[src/rtl/conv_output_writer.sv]
// Collects result vectors from the convolution engines and writes each lane to
// its own output plane in memory, one word per cycle, under memory backpressure.
module conv_output_writer #(
    parameter int N           = 8,
    parameter int EngineCount = 4,
    parameter int AddrWidth   = 16
) (
    input  logic                                clk_i,
    input  logic                                rst_i,
    input  logic                                start_i,
    input  logic [9:0]                          engine_count_i,
    input  logic [AddrWidth-1:0]                plane_size_i,
    input  logic [AddrWidth-1:0]                base_addr_i,
    output logic                                req_next_o,
    input  logic signed [EngineCount-1:0][N-1:0] data_i,
    input  logic                                conv_valid_i,
    input  logic                                conv_done_i,
    output logic                                wr_en_o,
    output logic [AddrWidth-1:0]                wr_addr_o,
    output logic [N-1:0]                        wr_data_o,
    input  logic                                wr_ready_i,
    output logic                                busy_o,
    output logic                                done_o,
    output logic [AddrWidth-1:0]                pixel_count_o
);

    typedef enum logic [2:0] {
        ST_IDLE       = 3'd0,
        ST_REQUEST    = 3'd1,
        ST_WAIT_VALID = 3'd2,
        ST_DRAIN      = 3'd3,
        ST_DONE       = 3'd4
    } state_t;

    localparam logic [9:0] ENG_MAX = 10'(EngineCount);

    state_t                       state_r, state_s;
    logic [EngineCount-1:0][N-1:0] hold_r, hold_s;
    logic [9:0]                   idx_r, idx_s;
    logic [AddrWidth-1:0]         addr_r, addr_s;
    logic [AddrWidth-1:0]         pix_r, pix_s;
    logic                         done_flag_r, done_flag_s;
    logic                         req_r, wr_en_r, done_r, busy_r;
    logic [N-1:0]                 wr_data_r, wr_data_s;
    logic [9:0]                   eng_cnt_s;
    logic                         last_lane_s;

    function automatic logic [N-1:0] lane_sel(input logic [EngineCount-1:0][N-1:0] v,
                                              input logic [9:0] i);
        logic [N-1:0] lane;
        lane = '0;
        for (int e = 0; e < EngineCount; e++) begin
            lane = (i == 10'(e)) ? v[e] : lane;
        end
        return lane;
    endfunction

    // Clamp the requested engine count into 1..EngineCount.
    always_comb begin
        eng_cnt_s = engine_count_i;
        if (engine_count_i == 10'd0) begin
            eng_cnt_s = 10'd1;
        end else if (engine_count_i > ENG_MAX) begin
            eng_cnt_s = ENG_MAX;
        end else begin
            eng_cnt_s = engine_count_i;
        end
        last_lane_s = (idx_r == (eng_cnt_s - 10'd1));
    end

    // Next-state and datapath update for the write-out sequencer.
    always_comb begin
        state_s     = state_r;
        hold_s      = hold_r;
        idx_s       = idx_r;
        addr_s      = addr_r;
        pix_s       = pix_r;
        done_flag_s = done_flag_r;
        if ((state_r != ST_IDLE) && conv_done_i) begin
            done_flag_s = 1'b1;
        end else begin
            done_flag_s = done_flag_r;
        end
        case (state_r)
            ST_IDLE: begin
                if (start_i) begin
                    pix_s       = '0;
                    done_flag_s = 1'b0;
                    state_s     = ST_REQUEST;
                end else begin
                    state_s = ST_IDLE;
                end
            end
            ST_REQUEST: state_s = ST_WAIT_VALID;
            ST_WAIT_VALID: begin
                if (conv_valid_i) begin
                    hold_s  = data_i;
                    idx_s   = 10'd0;
                    addr_s  = base_addr_i + pix_r;
                    pix_s   = pix_r + AddrWidth'(1);
                    state_s = ST_DRAIN;
                end else if (conv_done_i) begin
                    state_s = ST_DONE;
                end else begin
                    state_s = ST_WAIT_VALID;
                end
            end
            ST_DRAIN: begin
                if (wr_ready_i && last_lane_s) begin
                    // Flag includes this cycle's conv_done_i so a late done is not lost.
                    state_s = done_flag_s ? ST_DONE : ST_REQUEST;
                end else if (wr_ready_i) begin
                    idx_s  = idx_r + 10'd1;
                    addr_s = addr_r + plane_size_i;
                end else begin
                    state_s = ST_DRAIN;
                end
            end
            ST_DONE: state_s = ST_IDLE;
            default: state_s = ST_IDLE;
        endcase
        wr_data_s = (state_s == ST_DRAIN) ? lane_sel(hold_s, idx_s) : '0;
    end

    // State, datapath and registered output flops.
    always_ff @(posedge clk_i or posedge rst_i) begin
        if (rst_i) begin
            state_r     <= ST_IDLE;
            hold_r      <= '0;
            idx_r       <= 10'd0;
            addr_r      <= '0;
            pix_r       <= '0;
            done_flag_r <= 1'b0;
            req_r       <= 1'b0;
            wr_en_r     <= 1'b0;
            wr_data_r   <= '0;
            done_r      <= 1'b0;
            busy_r      <= 1'b0;
        end else begin
            state_r     <= state_s;
            hold_r      <= hold_s;
            idx_r       <= idx_s;
            addr_r      <= addr_s;
            pix_r       <= pix_s;
            done_flag_r <= done_flag_s;
            req_r       <= (state_s == ST_REQUEST);
            wr_en_r     <= (state_s == ST_DRAIN);
            wr_data_r   <= wr_data_s;
            done_r      <= (state_s == ST_DONE);
            busy_r      <= (state_s != ST_IDLE);
        end
    end

    assign req_next_o    = req_r;
    assign wr_en_o       = wr_en_r;
    assign wr_addr_o     = addr_r;
    assign wr_data_o     = wr_data_r;
    assign done_o        = done_r;
    assign busy_o        = busy_r;
    assign pixel_count_o = pix_r;

endmodule
[config.mk]
export PLATFORM = sky130hd
export DESIGN_NAME = conv_output_writer
export DESIGN_NICKNAME = d
export VERILOG_FILES = /design/src/rtl/conv_output_writer.sv
export SDC_FILE = /design/constraint.sdc
export NUM_CORES = 1
export LEC_CHECK = 0
export CORE_MARGIN = 5
export CORE_UTILIZATION = 52
export CTS_CLUSTER_SIZE = 28
export DETAILED_ROUTE_END_ITERATION = 16
export PLACE_DENSITY_LB_ADDON = 0.15
export RECOVER_POWER = 25
export REMOVE_ABC_BUFFERS = 1
export SYNTH_ARGS = -nofsm -noshare
export SYNTH_HDL_FRONTEND = slang
export SYNTH_SLANG_ARGS = --single-unit
[constraint.sdc]
create_clock -name clk_i -period 4.5 [get_ports clk_i]
set_clock_uncertainty 0.2 [all_clocks]
set_input_delay 0.9 -clock clk_i [delete_from_list [all_inputs] [get_ports clk_i]]
set_output_delay 0.9 -clock clk_i [all_outputs]
set_load 0.03 [all_outputs]
==> metrics.yaml <==
run_status:
  status: "finished, violations left"
  violations: "max-capacitance violations, max-slew violations"
clocking:
  cts_hold_buf: 0
  cts_tree: "done"
  path_clk_slew_ns: 0.09
  h-tree-depth: 3
  cts-root-buf: "clkbuf_8"
  cts_resized: 0
  cts_buffer_depth: 2
  worstSkewPairLatency_ns: 0.36
  numCtsBuffers: 9
  post_cts_buffers: 0
  clock-sinks: 90
detailed_routing:
  wl_per_cell_um: 15.6
  vias: 5126
  viasPerCell: 5.58
  drt-initial-drc-count: 349
  wl_um: 14300
  postRouteAntennaNets: 0
  drc: 0
  dr.pass1.iters: 4
power:
  p_leak_uw: 0.00330
  vdd_drop_max_v: 0.000326
  power_density_nw_per_um2: 562
  finalPower_uw: 4080
global_routing:
  overflow: 0
  grt_first_pass_wirelength_um: 24200
  antenna_found_initial: 0
  track_usage_pct: 22.5
  grt_max_degree: 52
  grt_pass1_vias: 5247
yosys:
  syn-instance-count: 650
  synth.avg_cell_area_um2: 8.77
  async_flop_share_pct: 100
  synth.mux.area_fraction_pct: 6.72
  yosys_warnings: 0
  synth_area_um2: 5700
  synth_compound_area_share_pct: 13.9
  synth_cell_types: 61
  synth-seq-cells: 90
  yosys.area_share.simple_pct: 24.8
  ys_seq_area_share_pct: 39.5
  ys.flop_type: "dfrtp_1"
  synth_xor_area_share_pct: 4.00
  synth_area_leader_cell: "dfrtp_1"
  synthAdderAreaFrac_pct: 7.95
  synth_edf_count: 0
  synth_top_family_by_area: "simple AND/OR/NAND/NOR gates"
  netlist_top_cells_area: "dfrtp_1 (40%), nand2_1 (9.8%), ha_1 (7.2%), mux2i_1 (4.2%), nor2_1 (3.4%)"
  yosys.area.top_type_share_pct: 39.5
layout:
  antennaDiodeCount: 0
  multi_input_area_um2: 3280
  nFillCells: 864
  syn_to_final_growth_pct: 27.2
  layout-drive-gt1-share_pct: 7.33
  fin_util_pct: 67.2
  register_area_um2: 2250
  fin_nets: 888
  stdcell_area_um2: 7250
die:
  dieHeight_um: 115
  row_count: 38
  die_area_um2: 13200
  start_util_pct: 52.8
  die_width_um: 115
  coreArea_um2: 10800
  io_pins: 124
timing:
  fin_crit_sh_pct: 91.6
  rsz0062_at_grt: "false"
  fmax_mhz: 242
  worst_pin_slew_ns: 2.21
  hold_violations: 0
  fin_crit_ns: 4.12
  max_slew_margin_pct: -48.3
  slew_viol_final: 52
  setup_viol: 0
worst_setup_path:
  required_ns: 4.59
  crit_path_end_kind: "flop"
  r2r_slack_ns: 1.44
  crit_path_start_kind: "input pin"
  crit_arrival_ns: 4.22
  critical_path_class: "input pin to flop"
  crit_fanout: 9
place:
  port_buffers: 123
  place_hpwl_um: 10900
  gp_congestion: 0.881
  dpl_cell_area_um2: 7070
hold_path:
  hold_class: "flop to flop"
run:
  max_cap_viol_count: 1
## routing by layer
layer | track usage (%) | vias to the layer above | share of wire, % | wire length, µm
li1 | - | 2537 | - | -
met1 | 28.3 | 2436 | 43 | 6230
met2 | 39.7 | 133 | 50 | 7110
met3 | 3.54 | 20 | 5.0 | 709
met4 | 6.89 | 0 | 1.9 | 270
met5 | 0 | - | 0 | 0
## flip-flops by register name, indices dropped and copies added (netlist names)
name and flops:
wr_en_o 1, idx_r 10, wr_data_o 8, pixel_count_o 16
req_next_o 1, state_r 3, busy_o 1, hold_r 32
wr_addr_o 16, done_o 1, done_flag_r 1
## stage by stage
step | hold slack [ns] | cells | setup WS, ns | setup TNS (ns)
floorplan | 0.240 | 630 | -0.0790 | -0.568
global placement | 0.256 | 902 | 0.150 | 0
detailed placement | 0.260 | 902 | -0.0235 | -0.0746
CTS | 0.283 | 918 | 0.360 | 0
global route | 0.312 | 918 | 0.170 | 0
finish | 0.278 | 918 | 0.376 | 0
## power breakdown
| group | switching (µW) | internal, µW | leakage (µW) | total, µW |
|---|---|---|---|---|
| clock | 318 | 212 | 0.0000901 | 529 |
| sequential | 169 | 1080 | 0.00114 | 1250 |
| combinational | 1310 | 987 | 0.00207 | 2290 |
## worst paths after layout
kind                                         startpoint                        end  cells after the start
max in group asynchronous                         rst_i   wr_addr_o[8]$_DFFE_PP0P_                      3
setup reg to reg           pixel_count_o[2]$_DFFE_PP0P_  wr_addr_o[15]$_DFFE_PP0P_                      9
min in group asynchronous                         rst_i        hold_r[2]$_DFF_PP0_                      2
hold reg to reg                    hold_r[18]$_DFF_PP0_       hold_r[18]$_DFF_PP0_                      2
setup / recovery                      engine_count_i[5]     wr_data_o[5]$_DFF_PP0_                     13
hold / removal                     hold_r[18]$_DFF_PP0_       hold_r[18]$_DFF_PP0_                      2
## cells in the mapped netlist (2+ instances only)
library cell,n
a41oi_1,2
and2_1,2
a21o_1,4
o21a_1,11
a21oi_1,30
nor3_1,14
nor2b_2,8
xnor2_1,18
nor2b_1,7
nand2b_1,6
o31ai_1,5
o211ai_1,7
buf_1,3
o21ai_0,30
a211o_1,4
mux2i_4,2
a211oi_1,4
buf_6,2
nor4_2,2
o2111ai_1,4
a31oi_1,5
ha_1,33
nor2_1,51
mux2i_1,24
mux2_2,6
or3_1,5
o31a_1,2
buf_2,2
fa_1,2
nand2_1,149
inv_1,18
and3_1,8
mux2_4,2
xor2_1,8
a221oi_1,3
nor4_1,3
clkbuf_1,12
dfrtp_1,90
nand4_1,8
nand3_1,32
and2_2,2
## layout by cell type (no fill, tap or decap), drive strengths merged, types with 2 or more instances in the layout
| master | synthesis | routed |
|---|---|---|
| nand2 | 149 | 149 |
| xor2 | 8 | 8 |
| a21o | 5 | 5 |
| o31a | 2 | 2 |
| nand4 | 8 | 8 |
| o21a | 11 | 11 |
| a21oi | 30 | 30 |
| buf | 8 | 8 |
| nand3 | 33 | 33 |
| clkdlybuf4s50 | 0 | 122 |
| clkbuf | 12 | 10 |
| a31oi | 6 | 6 |
| inv | 18 | 21 |
| dfrtp | 90 | 90 |
| ha | 33 | 33 |
| and2 | 4 | 4 |
| nor3 | 14 | 14 |
| xnor2 | 18 | 18 |
| a221oi | 3 | 3 |
| nor2b | 15 | 15 |
| mux2i | 26 | 26 |
| o211ai | 7 | 7 |
| o2111ai | 4 | 4 |
| nor4 | 5 | 5 |
| o21ai | 30 | 30 |
| nand2b | 6 | 6 |
| clkinvlp | 0 | 3 |
| mux2 | 8 | 8 |
| a211oi | 5 | 5 |
| o31ai | 5 | 5 |
| a41oi | 2 | 2 |
| or3 | 6 | 6 |
| a211o | 4 | 4 |
| and3 | 8 | 8 |
| fa | 2 | 2 |
| nor2 | 52 | 52 |
## cell families after synthesis
group | Yosys count
AND/OR/NAND/NOR | 306
AO/OA/AOI/OAI | 121
flip-flops | 90
buffers and inverters | 38
adder cells (fa/ha/maj) | 35
multiplexers | 34
XOR/XNOR | 26
## final cells by class
cell class | count | area share [%]
tap | 140 | 2.42
clock inverter | 7 | 0.828
inverter | 18 | 0.949
multi-input combinational | 522 | 45.2
sequential | 90 | 31.1
clock buffer | 9 | 1.71
timing repair buffer | 132 | 17.9
## critical path, stage by stage
cell,delay (ns)
clkdlybuf4s50_1,0.41
nor4_2,0.37
and2_2,0.24
nand2_1,0.06
ha_1,0.21
xnor2_1,0.22
a211oi_1,0.08
a31o_2,0.27
a31oi_2,0.23
nand2_1,0.25
mux2i_4,0.45
mux2_2,0.40
nor2b_2,0.11
Note: power is estimated with default switching activity, not from simulation.
